==> src/rtl/exception_unit_pkg.sv <==
// Shared CP0 definitions for the exception unit: CP0 write indices
// ({reg[4:0], sel[2:0]}), ExcCode values and the Status.EXL bit position.
package exception_unit_pkg;

  // CP0 write indices, encoded as {reg[4:0], sel[2:0]}
  localparam logic [7:0] CP0_BADVADDR = 8'h40;  // {8,0}
  localparam logic [7:0] CP0_STATUS   = 8'h60;  // {12,0}
  localparam logic [7:0] CP0_CAUSE    = 8'h68;  // {13,0}
  localparam logic [7:0] CP0_EPC      = 8'h70;  // {14,0}

  // ExcCode values
  localparam logic [4:0] EXC_ADEL = 5'd4;
  localparam logic [4:0] EXC_ADES = 5'd5;
  localparam logic [4:0] EXC_SYS  = 5'd8;
  localparam logic [4:0] EXC_OV   = 5'd12;

  // Status.EXL bit position
  localparam int STATUS_EXL = 1;

  // Address-error exceptions are the only ones that report a BadVAddr
  function automatic logic needs_badvaddr(input logic [4:0] code);
    return (code == EXC_ADEL) || (code == EXC_ADES);
  endfunction

endpackage

==> src/rtl/exception_unit.sv <==
// Exception unit: sequences CP0 register writes for an exception or ERET
// through CP0's single write port, stalls the pipeline while doing so, then
// issues a one-cycle flush with a redirect PC.
// Optional feature macro: EXC_BADVADDR_EN (adds the BadVAddr write for
// address-error exceptions).
module exception_unit
  import exception_unit_pkg::*;
#(
  parameter logic [31:0] EXC_VECTOR = 32'h8000_0180
) (
  input  logic        clk,
  input  logic        rst,
  input  logic        exc_valid,
  input  logic [4:0]  exc_code,
  input  logic [31:0] exc_pc,
  input  logic        exc_bd,
  input  logic [31:0] exc_badvaddr,
  input  logic        eret,
  input  logic [31:0] status_in,
  input  logic [31:0] cause_in,
  input  logic [31:0] epc_in,
  output logic        cp0_wenable,
  output logic [7:0]  cp0_widx,
  output logic [31:0] cp0_wdata,
  output logic        stall,
  output logic        flush,
  output logic [31:0] redirect_pc
);

  typedef enum logic [2:0] {
    IDLE,
    WR_EPC,
    WR_CAUSE,
`ifdef EXC_BADVADDR_EN
    WR_BADV,
`endif
    WR_STATUS,
    ERET_WR,
    REDIRECT
  } state_e;

  state_e      state_q;
  logic [4:0]  code_q;
  logic        bd_q;
  logic [31:0] epc_q;     // EPC to write (exception) or redirect target (ERET)
  logic        is_eret_q;
`ifdef EXC_BADVADDR_EN
  logic [31:0] badv_q;
`endif

  // Cause bits replaced by the write (BD, ExcCode) are never read from cause_in
  logic unused_in;
`ifdef EXC_BADVADDR_EN
  assign unused_in = ^{cause_in[31], cause_in[6:2]};
`else
  assign unused_in = ^{cause_in[31], cause_in[6:2], exc_badvaddr};
`endif

  // FSM: capture the request in IDLE, then walk the CP0 write sequence
  always_ff @(posedge clk) begin
    // NOTE: sequential state uses non-blocking assignments so every register
    // samples pre-edge values regardless of statement order.
    if (rst) begin
      state_q   <= IDLE;
      code_q    <= '0;
      bd_q      <= 1'b0;
      epc_q     <= '0;
      is_eret_q <= 1'b0;
`ifdef EXC_BADVADDR_EN
      badv_q    <= '0;
`endif
    end else begin
      case (state_q)
        IDLE: begin
          if (exc_valid) begin
            // Exception wins over a simultaneous ERET
            code_q    <= exc_code;
            bd_q      <= exc_bd;
            epc_q     <= exc_bd ? (exc_pc - 32'd4) : exc_pc;
            is_eret_q <= 1'b0;
`ifdef EXC_BADVADDR_EN
            badv_q    <= exc_badvaddr;
`endif
            // Nested exception (EXL already set) keeps the original EPC
            state_q   <= status_in[STATUS_EXL] ? WR_CAUSE : WR_EPC;
          end else if (eret) begin
            epc_q     <= epc_in;
            is_eret_q <= 1'b1;
            state_q   <= ERET_WR;
          end
        end
        WR_EPC:    state_q <= WR_CAUSE;
`ifdef EXC_BADVADDR_EN
        WR_CAUSE:  state_q <= needs_badvaddr(code_q) ? WR_BADV : WR_STATUS;
        WR_BADV:   state_q <= WR_STATUS;
`else
        WR_CAUSE:  state_q <= WR_STATUS;
`endif
        WR_STATUS: state_q <= REDIRECT;
        ERET_WR:   state_q <= REDIRECT;
        REDIRECT:  state_q <= IDLE;
        default:   state_q <= IDLE;
      endcase
    end
  end

  // Write mux, stall and redirect decoded from the current state
  always_comb begin
    // NOTE: every output gets a default first so no path infers a latch.
    cp0_wenable = 1'b0;
    cp0_widx    = '0;
    cp0_wdata   = '0;
    stall       = 1'b0;
    flush       = 1'b0;
    redirect_pc = '0;
    case (state_q)
      IDLE: stall = exc_valid | eret;
      WR_EPC: begin
        cp0_wenable = 1'b1;
        cp0_widx    = CP0_EPC;
        cp0_wdata   = epc_q;
        stall       = 1'b1;
      end
      WR_CAUSE: begin
        cp0_wenable = 1'b1;
        cp0_widx    = CP0_CAUSE;
        cp0_wdata   = {bd_q, cause_in[30:7], code_q, cause_in[1:0]};
        stall       = 1'b1;
      end
`ifdef EXC_BADVADDR_EN
      WR_BADV: begin
        cp0_wenable = 1'b1;
        cp0_widx    = CP0_BADVADDR;
        cp0_wdata   = badv_q;
        stall       = 1'b1;
      end
`endif
      WR_STATUS: begin
        cp0_wenable = 1'b1;
        cp0_widx    = CP0_STATUS;
        cp0_wdata   = status_in | (32'd1 << STATUS_EXL);
        stall       = 1'b1;
      end
      ERET_WR: begin
        cp0_wenable = 1'b1;
        cp0_widx    = CP0_STATUS;
        cp0_wdata   = status_in & ~(32'd1 << STATUS_EXL);
        stall       = 1'b1;
      end
      REDIRECT: begin
        flush       = 1'b1;
        redirect_pc = is_eret_q ? epc_q : EXC_VECTOR;
      end
      default: ;
    endcase
  end

endmodule

==> config.mk <==
export PLATFORM = sky130hd
export DESIGN_NAME = exception_unit
export DESIGN_NICKNAME = d
export VERILOG_FILES = /design/src/rtl/exception_unit_pkg.sv /design/src/rtl/exception_unit.sv
export SDC_FILE = /design/constraint.sdc
export NUM_CORES = 1
export LEC_CHECK = 0
export BUFFER_PORTS_ARGS = -buffer_cell sky130_fd_sc_hd__buf_2
export CAP_MARGIN = 20
export CORE_MARGIN = 2
export CORE_UTILIZATION = 30
export CTS_BUF_LIST = sky130_fd_sc_hd__clkbuf_16
export CTS_CLUSTER_DIAMETER = 200
export DETAILED_ROUTE_END_ITERATION = 10
export PLACE_DENSITY = 0.63
export SLEW_MARGIN = 0
export SYNTH_ARGS = -nofsm -noshare
export SYNTH_HDL_FRONTEND = slang
export SYNTH_SLANG_ARGS = --single-unit
==> constraint.sdc <==
create_clock -name clk -period 2.4 [get_ports clk]
set_clock_uncertainty 0.15 [all_clocks]
set_input_delay 0.6 -clock clk [delete_from_list [all_inputs] [get_ports clk]]
set_output_delay 0.6 -clock clk [all_outputs]
set_load 0.01 [all_outputs]
* Word-level counts from Yosys, hierarchy flattened *
Cells that the tools add are included.
Widths: inputs -> output; s select.

word-level totals
  register bits after elaboration = 42
  input bits = 170
  output and inout port bits = 75
  word-level logic and storage cells = 35

operators by class
  add/subtract/negate cells = 1
  equal/unequal tests = 6
  muxes and demuxes = 16
  bitwise logic cells = 1
  reduce and logical (&&, ||, !) cells = 6

operator list
  kind                   count
  $mux 32                5
  $pmux 32 s4            1
  $sub 32x3->32 const B  1
  $pmux 7 s3             1
  $pmux 3 s4             1
  $eq 3x2->1 const B     2
  $eq 3x3->1 const B     2
  $mux 3                 2
  $mux 1                 4
  $reduce_and 2->1       2
  $reduce_or 4->1        1
  $eq 3x1->1 const B     1
  $logic_not 3->1        1
  $ne 3x3->1 const B     1
  $mux 2                 1
  $pmux 1 s2             1
  $reduce_bool 2->1      1
  $reduce_or 2->1        1
  $or 1x1->1             1

* Longest topological paths before layout *
Gate-level depths: netlist of the first run.

  depth after elaboration = 3
  gate-level depth with buffers = 8
  gate-level depth less buffers = 7

* Worst setup path after synthesis of the first run *
Ideal clock, no wire load.

  path type = flip-flop to output port
  from = register state_q[1]
  to = output port cp0_wdata[7]
  arrival = 1.631 ns
  data required time = 1.650 ns
  slack = 0.019 ns
  cell stages (with the launch flop) = 8
  cells stage by stage = dfxtp_1 clkbuf_1 clkbuf_1 clkbuf_1 nand2_1 o21ai_0 a22oi_1 o21ai_0

between the ends
  word-level cells in the longest chain between the ends = 2
  elaborated cells between the ends (all ways) = 5

ends and longest elaborated chain
  what                                      RTL line               RTL
  from (decl)                               exception_unit.sv:42   state_e state_q;
  from (signal assigned)                    exception_unit.sv:85   state_q <= status_in[STATUS_EXL] ? WR_CAUSE : WR_EPC;
  $eq 3x3->1, or another cell as far along  exception_unit.sv:116  case (state_q)
  $pmux 32 s4 *                             exception_unit.sv:116
  to (decl)                                 exception_unit.sv:24   output logic [31:0] cp0_wdata,

Mark *: on every way between the ends. The rest lies on a longest branch, timed or not.

* Worst setup path in the final report of the first run *
  from = register state_q[1]
  to = output port cp0_wdata[17]

Same word-level chain as after synthesis.

==> results of run 1 <==
[worst register-to-register path, cell delays in order (launching register included)]
cell and delay, ns:
dfxtp_4 0.38, buf_6 0.14, clkbuf_16 0.16, or3_1 0.47, nor2_4 0.28, buf_12 0.17
and3_1 0.15, a21oi_1 0.04, o22ai_1 0.16
[layout by cell type, fill, tap and decap left out, drive strengths merged, types with 4 or more instances in the layout]
cell type | Yosys | final
nor3 | 4 | 4
dfxtp | 42 | 42
clkbuf | 36 | 8
a22oi | 31 | 31
mux2 | 28 | 28
or2 | 4 | 4
buf | 16 | 243
nor4 | 15 | 15
a21oi | 43 | 43
nor2 | 34 | 34
and3 | 37 | 37
o21ai | 57 | 57
xnor2 | 21 | 21
conb | 1 | 4
or3 | 13 | 13
nand2 | 69 | 69
a211oi | 12 | 12
inv | 9 | 9
or4 | 4 | 4
[metal layers]
metal	track usage	routed length [um]	vias up
met3	0.01883	875	20
met1	0.2945	7065	2161
met2	0.3626	7211	200
met4	0.06111	335	0
li1	-	-	2292
met5	0	0	-
[logic make-up (layout without fill, tap and decap cells)]
family	Yosys count	count (layout)	share of synthesized area
AOI/OAI and AO/OA	161	161	0.2612
DFF	42	42	0.2236
buffers and inverters	61	263	0.06955
muxes	30	30	0.08918
adders and majority gates	1	1	0.003327
other	1	4	0.0009974
xor gates and xnor gates	24	24	0.05591
and+or+nand+nor	200	200	0.2962
[cell type report]
class	count	area (sq um)
multi-input cells	420	2734
well taps	168	210.2
clock inverters	3	16.27
inverters	9	36.28
clock buffers	5	125.1
repair buffers	246	1490
fillers	1291	6654
flip-flops and latches	42	845.8
[repair_timing]
| item | 4_1_cts | 5_1_grt |
|---|---|---|
| endpoints found under the setup margin | 54 | 29 |
| gates resized for setup | 6 | 30 |
| hold endpoints to repair | 0 | 0 |
| buffers inserted | 1 | 1 |
| pin swaps | 0 | 1 |
| cloned | 0 | 3 |
[Yosys cell counts, types with 2 or more instances]
library cell	number	share of area
a211o_1	2	0.0047
a211oi_1	10	0.020
a211oi_2	2	0.0067
a21oi_1	43	0.057
a221oi_1	2	0.0047
a22oi_1	31	0.062
and3_1	37	0.062
buf_1	2	0.0020
buf_2	8	0.011
buf_4	6	0.012
clkbuf_1	36	0.036
dfxtp_1	42	0.22
inv_1	9	0.0090
mux2_2	28	0.084
mux2i_1	2	0.0053
nand2_1	69	0.069
nand2b_1	2	0.0033
nand3_1	3	0.0040
nor2_1	33	0.033
nor3_1	3	0.0040
nor3b_1	2	0.0040
nor4_1	7	0.012
nor4_2	7	0.023
nor4b_1	2	0.0047
o211ai_1	2	0.0040
o21ai_0	47	0.063
o21ai_1	10	0.013
o22ai_1	3	0.0050
o31a_1	3	0.0070
or2_2	2	0.0033
or3_1	13	0.022
or4_1	3	0.0060
xnor2_1	21	0.049
xor2_1	3	0.0070
[flip-flops by register name, summed over array words and instances, names as in the netlist]
register and cells:
is_eret_q 1, bd_q 1, epc_q 32, code_q 5
state_q 3
[path summary, 6_finish.rpt]
kind	end	startpoint	slack, ns
worst max-delay path	cp0_wdata[17]	state_q[1]	0.03
worst min-delay path	code_q[4]	code_q[4]	0.32
worst max register to register	epc_q[28]	state_q[1]	0.22
worst min register to register	code_q[4]	code_q[4]	0.32
[metrics by stage]
step                      total power [mW]  worst slack [ns]    util    TNS, ns  cell area (sq um)
final                                5.607           0.03475  0.4506          0               5458
after global routing                 6.007          -0.01550  0.4506   -0.03803               5458
after CTS                            5.308           0.04065  0.4358          0               5279
after detailed placement             4.624         -0.004151  0.4223  -0.004151               5115
after global placement               4.541           0.02538  0.4223          0               5115
after floorplan                      3.253           0.01884       -          0               3771
[report_power, final]
part	switching, mW	internal (mW)
logic	2.01	1.68
registers	0.305	0.958
clock network	0.273	0.380
==> impl_metrics.py, run 1 <==
metrics = {
    "floorplan": {
        "rows": 40,
        "start_util": 0.3104,
        "core_sq_um": 12110,
        "dieWidth_um": 116.0,
        "ios": 245,
        "die_area_sq_um": 13440,
        "die_y_um": 116.0,
    },
    "drt": {
        "drt_wl_total_um": 15490,
        "vias_per_cell": 5.233,
        "wl_per_cell_um": 17.34,
        "drc_errors": 0,
        "dr.first_iter.drc_count": 262,
        "first_pass_iters": 5,
        "ant_nets": 0,
        "route.vias.total": 4673,
    },
    "pwr": {
        "p_leak_nw": 2.500,
        "peakVddDrop_uv": 378.3,
        "power.density_nw_per_um2": 1027,
    },
    "clocking": {
        "cts-buffers-inserted": 5,
        "insertion_delay_ns": 0.28,
        "cts.reportedPaths.clkPinSlew_ns": 0.06,
        "cts_max_path_buffers": 2,
        "cts.sinks": 42,
        "postCtsHoldBufs": 0,
        "h-tree-depth": 2,
        "tritoncts": "done",
        "cts_root_buf": "clkbuf_16",
    },
    "logic_synthesis": {
        "syn_inst": 520,
        "syn_area_sq_um": 3760,
        "syn_avg_cell_area_sq_um": 7.230,
        "synth-main-ff-cell": "dfxtp_1",
        "synth-seq-area-share": 0.2236,
        "synth-edff-count": 0,
        "synth_cell_types": 59,
        "synth_warnings": 0,
        "synthArstFlopShare": 0,
        "synth_seq_cells": 42,
    },
    "critical_path": {
        "start_kind": "flip-flop",
        "ff2ff_path_depth": 8,
        "crit_path_cell_trace": "buf_6, clkbuf_16, mux2_4, a22oi_2, o21ai_1, buf_2",
        "crit_family": "buffers and inverters",
        "cpPeakStageDelay_ns": 0.41,
        "critPathRequiredTime_ns": 1.65,
        "arrival_ns": 1.62,
        "worst_path_max_delay_cell": "dfxtp_4",
        "cp-end-kind": "output pin",
        "critical_path_class": "flip-flop to output pin",
        "critPathMaxFanout": 7,
        "crit_cells": 6,
        "critPathBufInv": 3,
    },
    "sta": {
        "period_share": 0.9855,
        "setup_viol": 0,
        "rsz0062_at_grt": "true",
        "worst_hold_slack_ns": 0.3200,
        "fmax_mhz": 422.8,
        "hold_viol": 0,
        "maxSlewViolCount": 0,
        "post-route-min-period_ns": 2.365,
    },
    "placed_design": {
        "dp.cells": 880,
        "gp_congestion": 0.8292,
        "hpwl_um": 12250,
        "portBuffers": 202,
    },
    "grt": {
        "grt_use_total": 0.2152,
        "grt_first_pass_wirelength_um": 22700,
        "grt_pass1_vias": 4298,
        "grt_max_degree": 37,
        "overflow": 0,
        "antenna_found_initial": 0,
    },
    "layout": {
        "drive_gt1_frac": 0.4303,
        "n_antenna_cell": 0,
        "fin_cells": 893,
        "syn2layout_area_growth_pct": 45.16,
        "nets": 895,
    },
    "worst_hold_path": {
        "hold_path_class": "flip-flop to flip-flop",
        "hold_depth": 2,
    },
    "flow_run": {
        "drv_cap": 0,
    },
    "status": {
        "outcome": "finished, final reports clean",
    },
}
Power figures use the tool's default switching activity.
==> inputs of run 2 (changes only) <==
- CORE_MARGIN: 2 -> 4
==> run 2 against run 1 <==
Register-to-register slack improved by 0.15 ns. Highest routed layer is now met5. Sequential power is essentially flat. Worst hold slack worse by 0.012 ns. Die area is 7.0% higher.
==> impl_metrics.py, run 2 (same netlist as run 1, synthesis figures left out) <==
metrics = {
    "pwr": {
        "power.density_nw_per_um2": 1040,
        "peakVddDrop_uv": 426.1,
        "p_sw_frac": 0.4583,
        "intPower_mw": 3.046,
        "power_switching_mw": 2.577,
        "pwr-share-clk": 0.139,
        "pwr-share-seq": 0.222,
        "p_leak_nw": 2.477,
        "pwr-share-comb": 0.639,
    },
    "critical_path": {
        "critPathMaxFanout": 27,
        "arrival_ns": 1.62,
        "critPathRequiredTime_ns": 1.65,
        "worst_path_max_delay_cell": "dfxtp_4",
        "cp-end-kind": "output pin",
        "critical_path_class": "flip-flop to output pin",
        "cp-startpoint": "state_q[1]",
        "crit_path_cell_trace": "buf_12, mux2_2, a22oi_1, o21ai_0, buf_2",
        "cpPeakStageDelay_ns": 0.39,
        "r2r_start": "state_q[2]",
        "start_kind": "flip-flop",
    },
    "grt": {
        "grt_first_pass_wirelength_um": 23360,
        "grtUsageMet2": 0.3404,
        "grt_use_total": 0.2039,
        "overflow": 0,
        "use_met1": 0.2681,
        "grt_pass1_vias": 4401,
        "busiest_layer": "met2",
        "met3_usage": 0.04100,
        "antenna_found_initial": 2,
        "grt_max_degree": 34,
    },
    "drt": {
        "vias_per_cell": 5.247,
        "dr.first_iter.drc_count": 246,
        "drt_wl_total_um": 15840,
        "wl_per_cell_um": 17.75,
        "first_pass_iters": 7,
        "ant_nets": 0,
        "route.vias.total": 4680,
        "drc_errors": 0,
    },
    "floorplan": {
        "start_util": 0.3092,
        "rows": 40,
        "ios": 245,
        "core_sq_um": 12160,
        "dieWidth_um": 120.0,
        "die_area_sq_um": 14390,
        "die_y_um": 120.0,
    },
    "layout": {
        "nets": 893,
        "largestRegisters": "epc_q: 32 flops, code_q: 5 flops, state_q: 3 flops",
        "drive_gt1_frac": 0.4260,
        "largest_reg_flops": 32,
        "top_register": "epc_q",
        "syn2layout_area_growth_pct": 43.86,
        "fin_cells": 892,
        "layout_common_cells": "202 x buf_2, 69 x nand2_1, 43 x a21oi_1, 41 x dfxtp_1, 37 x and3_1",
        "layout_commonest_cell": "buf_2",
    },
    "clocking": {
        "h-tree-depth": 2,
        "cts_root_buf": "clkbuf_16",
        "cts_max_path_buffers": 2,
        "tritoncts": "done",
        "cts-buffers-inserted": 5,
        "cts.reportedPaths.clkPinSlew_ns": 0.06,
        "cts.sinks": 42,
        "insertion_delay_ns": 0.29,
    },
    "placed_design": {
        "dp.cells": 881,
        "hpwl_um": 12800,
        "portBuffers": 202,
        "gp_congestion": 0.8245,
        "pre_cts_ws_ns": -0.04708,
    },
    "sta": {
        "hold_viol": 0,
        "maxSlewViolCount": 0,
        "post-route-min-period_ns": 2.374,
        "rsz0062_at_grt": "true",
        "setup_slack_ns": 0.02639,
        "fin_setup_tns_ns": 0,
        "fmax_mhz": 421.3,
        "period_share": 0.9890,
        "setup_viol": 0,
    },
    "worst_hold_path": {
        "hold_path_class": "flip-flop to flip-flop",
        "min_from": "code_q[3]",
    },
    "status": {
        "outcome": "finished, final reports clean",
    },
    "flow_run": {
        "drv_cap": 0,
    },
}
run 2: cell types whose count changed in the layout (fill, tap and decap cells not counted), sizes merged:
cell      before  now
diode          0    1
clkinvlp       1    2
bufinv         0    1
clkbuf         8    7
clkinv         2    0
buf          243  242
run 2: cell type report:
| type | count | area, sq um |
|---|---|---|
| tap | 168 | 210.2 |
| timing repair buffer | 244 | 1438 |
| fill | 1306 | 6753 |
| clock buffer | 5 | 125.1 |
| clock inverter | 3 | 45.04 |
| sequential | 42 | 844.6 |
| multi-input combinational | 420 | 2708 |
| antenna | 1 | 2.502 |
| inverter | 9 | 36.28 |
run 2: through the flow:
step,hold slack (ns),power (mW),util,area (sq um)
final,0.3080,5.623,0.4448,5409
after global routing,0.3422,6.029,0.4448,5409
after CTS,0.3103,5.380,0.4341,5279
after detailed placement,0.3015,4.561,0.4191,5097
after global placement,0.2956,4.487,0.4191,5097
after floorplan,0.2819,3.253,-,3771
run 2: path summary, 6_finish.rpt:
kind,to,slack [ns],depth (start not counted)
worst min register to register,code_q[3],0.31,2
worst min-delay path,code_q[3],0.31,2
worst max-delay path,cp0_wdata[13],0.03,5
worst max register to register,epc_q[28],0.37,7
run 2: repair_timing:
action / in CTS / in global routing
resized for setup: 4 / 36
setup endpoints to repair: 57 / 59
setup buffers: 0 / 0
hold endpoints to repair: 0 / 0
hold buffers: 0 / 0
cloned: 0 / 2
run 2: per-layer routing:
| metal | part of all wire | vias up |
|---|---|---|
| met1 | 0.44 | 2191 |
| met4 | 0.015 | 2 |
| li1 | - | 2294 |
| met5 | 0.00044 | - |
| met3 | 0.066 | 17 |
| met2 | 0.47 | 176 |
run 2: power by group through the flow:
stage	clock network [mW]	logic, mW	registers, mW
after floorplan	0	2.18	1.07
after detailed placement	0	3.31	1.25
final	0.783	3.59	1.25
after global routing	0.829	3.92	1.28
after global placement	0	3.24	1.25
after CTS	0.803	3.34	1.24
run 2: critical path, delay by kind of cell, from the launching register on:
family,cells,cell delay (ns)
flops,1,0.39
mux,1,0.35
buf+inv,2,0.34
compound gates,2,0.24
